==> config.mk <==
export PLATFORM = sky130hd
export DESIGN_NAME = mem_loader
export DESIGN_NICKNAME = d
export VERILOG_FILES = /design/src/rtl/mem_loader.sv
export SDC_FILE = /design/constraint.sdc
export NUM_CORES = 1
export LEC_CHECK = 0
export ABC_CLOCK_PERIOD_IN_PS = 3000
export CAP_MARGIN = 40
export CORE_UTILIZATION = 40
export CTS_CLUSTER_SIZE = 24
export DETAILED_ROUTE_END_ITERATION = 8
export HOLD_SLACK_MARGIN = 0.02
export SYNTH_ARGS = -nofsm -noshare
export SYNTH_HDL_FRONTEND = slang
export SYNTH_SLANG_ARGS = --single-unit
==> constraint.sdc <==
create_clock -name clk -period 3 [get_ports clk]
set_input_delay 0.45 -clock clk [delete_from_list [all_inputs] [get_ports clk]]
set_output_delay 0.45 -clock clk [all_outputs]
set_load 0.1 [all_outputs]
==> src/rtl/mem_loader.sv <==
// mem_loader: write side of the CPU instruction RAM. Accepts a byte stream over a
// valid/ready handshake, packs bytes big-endian into 32-bit words and issues one
// single-cycle write per word at consecutive word addresses starting from 0.
//
// Ports:
//   clk, rst            clock, asynchronous active-high reset
//   start               restart pulse, honoured only while done
//   in_valid/in_ready   byte handshake; in_data is the byte, in_last marks the final byte
//   wr_en/wr_addr/wr_data  registered RAM write port (one-cycle strobe per word)
//   done                loading finished (last byte written or RAM full)
//   full                sticky: the top word address has been written
//   word_count          words written since reset or the last start
module mem_loader #(
    parameter int unsigned ADDR_W = 6
) (
    input  logic              clk,
    input  logic              rst,
    input  logic              start,
    input  logic              in_valid,
    input  logic [7:0]        in_data,
    input  logic              in_last,
    output logic              in_ready,
    output logic              wr_en,
    output logic [ADDR_W-1:0] wr_addr,
    output logic [31:0]       wr_data,
    output logic              done,
    output logic              full,
    output logic [ADDR_W:0]   word_count
);

    localparam logic [1:0] StCollect = 2'd0;
    localparam logic [1:0] StWrite   = 2'd1;
    localparam logic [1:0] StDone    = 2'd2;

    localparam logic [ADDR_W-1:0] AddrMax = {ADDR_W{1'b1}};
    localparam logic [ADDR_W-1:0] AddrOne = ADDR_W'(1);
    localparam logic [ADDR_W:0]   CntOne  = (ADDR_W + 1)'(1);

    logic [1:0]        state_q, state_d;
    logic [23:0]       shift_q, shift_d;
    logic [1:0]        byte_cnt_q, byte_cnt_d;
    logic              last_q, last_d;
    logic [ADDR_W-1:0] addr_q, addr_d;
    logic              wr_en_q, wr_en_d;
    logic [ADDR_W-1:0] wr_addr_q, wr_addr_d;
    logic [31:0]       wr_data_q, wr_data_d;
    logic              full_q, full_d;
    logic [ADDR_W:0]   word_count_q, word_count_d;

    logic              accept;
    logic [31:0]       packed_word;

    assign accept = in_valid && (state_q == StCollect);

    // Word formed by the bytes held so far plus the incoming one; unused low
    // bytes are zero so a partial final word is padded.
    always_comb begin
        packed_word = 32'h0;
        case (byte_cnt_q)
            2'd0:    packed_word = {in_data, 24'h0};
            2'd1:    packed_word = {shift_q[7:0], in_data, 16'h0};
            2'd2:    packed_word = {shift_q[15:0], in_data, 8'h0};
            default: packed_word = {shift_q[23:0], in_data};
        endcase
    end

    always_comb begin
        state_d      = state_q;
        shift_d      = shift_q;
        byte_cnt_d   = byte_cnt_q;
        last_d       = last_q;
        addr_d       = addr_q;
        wr_en_d      = wr_en_q;
        wr_addr_d    = wr_addr_q;
        wr_data_d    = wr_data_q;
        full_d       = full_q;
        word_count_d = word_count_q;

        case (state_q)
            StCollect: begin
                if (accept) begin
                    shift_d    = {shift_q[15:0], in_data};
                    byte_cnt_d = byte_cnt_q + 2'd1;
                    if (byte_cnt_q == 2'd3 || in_last) begin
                        state_d    = StWrite;
                        wr_en_d    = 1'b1;
                        wr_data_d  = packed_word;
                        wr_addr_d  = addr_q;
                        byte_cnt_d = 2'd0;
                        last_d     = in_last;
                    end
                end
            end
            StWrite: begin
                wr_en_d      = 1'b0;
                word_count_d = word_count_q + CntOne;
                addr_d       = addr_q + AddrOne;
                // Top slot written: stop rather than wrap onto address 0.
                if (addr_q == AddrMax) begin
                    full_d = 1'b1;
                end
                if (last_q || addr_q == AddrMax) begin
                    state_d = StDone;
                end else begin
                    state_d = StCollect;
                end
            end
            StDone: begin
                if (start) begin
                    state_d      = StCollect;
                    addr_d       = '0;
                    byte_cnt_d   = 2'd0;
                    shift_d      = 24'h0;
                    last_d       = 1'b0;
                    word_count_d = '0;
                    full_d       = 1'b0;
                end
            end
            default: begin
                state_d = StCollect;
            end
        endcase
    end

    always_ff @(posedge clk or posedge rst) begin
        if (rst) begin
            state_q      <= StCollect;
            shift_q      <= 24'h0;
            byte_cnt_q   <= 2'd0;
            last_q       <= 1'b0;
            addr_q       <= '0;
            wr_en_q      <= 1'b0;
            wr_addr_q    <= '0;
            wr_data_q    <= 32'h0;
            full_q       <= 1'b0;
            word_count_q <= '0;
        end else begin
            state_q      <= state_d;
            shift_q      <= shift_d;
            byte_cnt_q   <= byte_cnt_d;
            last_q       <= last_d;
            addr_q       <= addr_d;
            wr_en_q      <= wr_en_d;
            wr_addr_q    <= wr_addr_d;
            wr_data_q    <= wr_data_d;
            full_q       <= full_d;
            word_count_q <= word_count_d;
        end
    end

    assign in_ready   = (state_q == StCollect);
    assign done       = (state_q == StDone);
    assign wr_en      = wr_en_q;
    assign wr_addr    = wr_addr_q;
    assign wr_data    = wr_data_q;
    assign full       = full_q;
    assign word_count = word_count_q;

endmodule

==> metrics, run 1 <==
GRT overflow=0; setup TNS=0 ps; share of the synthesized area in the top cell type=52.8%; Worst R2R Path Depth=4; final setup fails=0; RSZ-0062 raised after global routing=false; Max Clk Rate=0.495 GHz; first-pass GRT wire length=14,100 µm; Setup crit end kind=output port; number of diodes=0; Starting Density=41.6%; hold crit path type=reg -> reg; via count=2,775; hpwl dp=5570 µm; cts hold-fix bufs=0; Resized Gates After CTS=0; Synth area leaders=dfrtp_1, a22o_1, mux2_4; Synth Register Bits=82; die height=101 µm; layout overhead on the synthesized area=21.8%; number of global-route vias before repair=2,721; Worst Tran Pin Value=721 ps; clock latency on the worst-skew pair=350 ps; crit path cell chain=nor2b_1 > buf_4; largest net degree at the start of global routing=46; CTS tree=done; die width=101 µm; drt first-iter violations=216; synth warn=0; layout cells sized above 1=25.3%; Distinct cells, synth=46; largest area contributor in the netlist=dfrtp_1; Worst EP arrival=1570 ps; share of async-settable or async-resettable flops after synthesis=100%; EDFF count, synth=0; Final Hold Fails=0; Relative slew margins=51.9%; routability cong.=0.789; core box area=0.00933 mm²; GRT Overall Usage=18.2%; net count after synthesis=344; First-pass DRT Iterations=5; run status=complete, no violations; clk sinks=82; CTS max path bufs=2; Slowest-stage cell, CP=dfrtp_1; Worst R2R Setup Slack=990 ps; sequential cell area fraction in the yosys report=52.8%; DRC viols=0; Startpoint Class=flip-flop; buffers added on ports=61; CP max FO=15; initial antenna violation count=0; wire per inst=16.7 µm; post-synthesis cell area=0.00388 mm²; Syn Area/Cell=12.0 µm²; Hold Path End=word_count[6]; Final ANT Viol Nets=0; R2R Path Start=byte_cnt_q[0]; Clock Pin Slew Worst Setup and Hold Paths=90 ps; Max Cap Violations=0; dominant synthesized flop cell=dfrtp_1; Final min period=2020 ps; CTS root buffer=clkbuf_8; fin nets=398; type of the worst setup path=reg -> out; postcts setup bufs=0; Total Wirelength=8580 µm; hold_sp=word_count[6]; FF-to-FF End=wr_data[29]; Vias per Instance=5.41; max-slew violations=0; skew final=9.80 ps; Mapped Cells=325; Critical Path Max Stage Delay=630 ps; period utilization=67.3%; H-Tree Depth=3; Hold Path Depth=1; die area=0.0101 mm²; # IOs=62; Crit path required time=2550 ps; TritonCTS Buffers=9; FP Rows=35
flip-flops by register name, summed over array words and instances (netlist names):
register / cells
shift_q: 24
byte_cnt_q: 2
wr_addr: 6
word_count: 7
wr_data: 32
full: 1
state_q: 2
last_q: 1
addr_q: 6
wr_en: 1
final cells by class:
class | count | area [µm²]
Clock buffer | 11 | 141
Clock inverter | 5 | 125
Fill cell | 859 | 4600
Inverter | 13 | 52.6
Multi-Input combinational cell | 208 | 1660
Sequential cell | 82 | 2050
Tap cell | 129 | 161
Timing Repair Buffer | 65 | 538
how the worst max path moves through the flow:
| stage | from | endpoint | depth (start not counted) |
|---|---|---|---|
| global route | state_q[1] | done | 2 |
| finish | state_q[1] | done | 2 |
| CTS | state_q[1] | done | 2 |
| detailed placement | in_last | wr_data[29] | 4 |
| floorplan | rst | addr_q[0] | 1 |
| global placement | in_valid | wr_data[28] | 5 |
layer usage:
layer / up-vias / global-route usage [%] / wire length [µm]
met3: 9 / 3.40 / 341
met2: 66 / 28.1 / 4110
met4: 0 / 6.24 / 79
met5: - / 0 / 0
li1: 1299 / - / -
met1: 1401 / 25.7 / 4050
per-stage QoR:
step,utilization [%],cells,hold slack [ps],area (µm²),worst slack (ps)
2_1_floorplan,-,325,466,3880,442
3_3_place_gp,47.7,496,464,4450,644
3_5_place_dp,47.9,497,479,4460,606
4_1_cts,50.7,513,492,4730,944
5_1_grt,50.7,513,519,4730,852
6_report,50.7,513,489,4730,980
synth_stat cells (2+ instances only):
cell type	n
nor2_1	2
mux2i_1	13
dfrtp_1	82
clkbuf_1	7
o21ai_1	6
nand2b_1	2
nor2b_1	2
o21ai_0	18
ha_1	6
or3_1	3
mux2_2	3
mux2_4	19
a222oi_1	8
buf_4	4
buf_2	9
a21oi_1	3
mux2_1	10
inv_1	12
a22o_1	33
nor3_1	2
buf_6	2
nand3_1	9
nand2_1	39
a22oi_1	8
nand3b_1	2
worst max-delay path: cells and delay by family, from the launching register on:
kind	cells	cell delay, ps
flip-flops	1	630
buffers and inverters	1	330
AND/OR/NAND/NOR	1	260
kinds of logic (layout without fill, tap and decap cells):
kind of cell	Yosys count	after routing	share of synthesized area (%)
buf+inv	35	94	4.51
simple gates	72	72	9.63
flops	82	82	52.8
compound gates	85	85	16.7
mux	45	45	14.5
fa+ha+maj	6	6	1.93
cells in the final DEF (no fill, tap or decap), drive strengths merged, types with 9 or more instances in the layout:
cell type,count
dfrtp,82
buf,53
nand2,39
a22o,33
mux2,32
o21ai,25
mux2i,13
clkdlybuf4s50,12
inv,12
clkbuf,11
nand3,9
Power of run 1 is not shown: default switching activity piles up to over one toggle a cycle in this logic, so the estimate is an artifact.
==> inputs of run 2 (changes only) <==
--- a/config.mk
+++ b/config.mk
@@ -5,7 +5,7 @@
 export SDC_FILE = /design/constraint.sdc
 export NUM_CORES = 1
 export LEC_CHECK = 0
-export ABC_CLOCK_PERIOD_IN_PS = 3000
+export ABC_CLOCK_PERIOD_IN_PS = 2000
 export CAP_MARGIN = 40
 export CORE_UTILIZATION = 40
 export CTS_CLUSTER_SIZE = 24
==> constraint.sdc (replaced) <==
create_clock -name clk -period 2 [get_ports clk]
set_input_delay 0.3 -clock clk [delete_from_list [all_inputs] [get_ports clk]]
set_output_delay 0.3 -clock clk [all_outputs]
set_load 0.1 [all_outputs]
==> run 2 against run 1 <==
  * Non-clock buffer count up 16
  * First-iteration DRC count up 18%
  * Wire length up 2.0%
  * Critical path type unchanged
  * Register-to-register slack worse by 720 ps
  * Worst setup slack worse by 740 ps
  * Highest routed layer unchanged
  * Core utilization up 1.2 points
==> metrics, run 2 (synthesis gave the netlist of run 1 again) <==
type of the worst setup path=reg -> out; crit path cell chain=buf_4 > nor2b_2 > buf_12; skew final=13.5 ps (+3.70 ps); postcts setup bufs=0 (unchanged); Vias per Instance=5.35 (-1.0%); layout overhead on the synthesized area=24.8%; clock latency on the worst-skew pair=360 ps (about the same); DRC viols=0 (unchanged); period utilization=87.9%; setup TNS=0 ps (unchanged); largest net degree at the start of global routing=83 (+80%); GRT overflow=0 (unchanged); layout cells sized above 1=29.0% (+3.7 points); number of flip-flops under the largest register name=32 (unchanged); die height=101 µm (unchanged); CP max FO=10 (-5); TritonCTS Buffers=9 (unchanged); First-pass DRT Iterations=5 (unchanged); most frequent cells in the layout=dfrtp_1, buf_4, nand2_1, a22o_1, mux2_4; Final Hold Fails=0 (unchanged); FP Rows=35 (unchanged); Slowest-stage cell, CP=dfrtp_1; Crit path required time=1700 ps (-850 ps); Startpoint Class=flip-flop; first-pass GRT wire length=14,300 µm (+1.1%); Starting Density=41.6% (unchanged); Cell Area, Placed=0.00464 mm² (+4.0%); GRT Overall Usage=18.8% (+0.56 points); cts hold-fix bufs=0 (unchanged); Total Wirelength=8750 µm (+2.0%); Cells after DPL=513 (+3.2%); Max Cap Violations=0 (unchanged); run status=complete, no violations; Clock Pin Slew Worst Setup and Hold Paths=90 ps (about the same); final setup fails=0 (unchanged); CTS tree=done; fin nets=414 (+4.0%); Worst EP arrival=1460 ps (-110 ps); Resized Gates After CTS=0 (unchanged); number of global-route vias before repair=2,695 (-0.96%); RSZ-0062 raised after global routing=false; Final Cell Area=0.00485 mm² (+2.5%); most common cell after layout, fill and taps aside=dfrtp_1; buffers added on ports=61 (unchanged); Final ANT Viol Nets=0 (unchanged); CTS max path bufs=2 (unchanged); Setup crit end kind=output port; wire per inst=16.5 µm (-1.1%); fin util=52.0% (+1.2 points); die area=0.0101 mm² (unchanged); Relative slew margins=60.9% (+9.0 points); # IOs=62 (unchanged); drt first-iter violations=254 (+18%); die width=101 µm (unchanged); Final min period=1760 ps; hpwl dp=5940 µm (+6.6%); Critical Path Max Stage Delay=470 ps (-160 ps); non-filler cells, final=529 (+3.1%); max-slew violations=0 (unchanged); via count=2,832 (+2.1%); core box area=0.00933 mm² (unchanged); H-Tree Depth=3 (unchanged); CTS root buffer=clkbuf_8; clk sinks=82 (unchanged); Worst Tran Pin Value=585 ps (-136 ps); routability cong.=0.748 (-5.2%); number of diodes=0 (unchanged); initial antenna violation count=0 (unchanged); hold crit path type=in -> async; Max Clk Rate=0.569 GHz
run 2: critical path: cells and delay by family (launching register included):
kind                   cells  cell delay, ps
buffers and inverters      2             400
flip-flops                 1             470
AND/OR/NAND/NOR            1             240
run 2: stage by stage:
stage,setup slack [ps],hold WS [ps]
after floorplan,36.4,433
after global placement,126,465
after detailed placement,108,476
after CTS,137,429
after global routing,143,449
final,243,426
run 2: path summary, 6_finish.rpt:
kind | slack, ps | startpoint | cells after the start | endpoint
max in group asynchronous | 1240 | rst | 3 | shift_q[21]
max | 240 | state_q[1] | 3 | done
min | 430 | rst | 3 | wr_data[14]
min in group clk | 490 | word_count[6] | 1 | word_count[6]
max reg2reg | 270 | state_q[1] | 4 | shift_q[20]
min reg2reg | 490 | word_count[6] | 1 | word_count[6]
run 2: per-layer routing:
layer  share of wire, %  global-route usage (%)  vias up
li1                   -                       -     1339
met1                 52                    29.0     1415
met2                 43                    25.4       67
met3                4.0                    3.74       11
met4                1.7                    7.36        0
met5                  0                       0        -
run 2: layout make-up:
class                           count  area [µm²]
Tap cell                          129         161
Clock buffer                        9         124
Clock inverter                      7        76.3
Inverter                           13        55.1
Fill cell                         853        4480
Multi-Input combinational cell    208        1670
Sequential cell                    82        2050
Timing Repair Buffer               81         713
Power of run 2 is left out for the same reason.
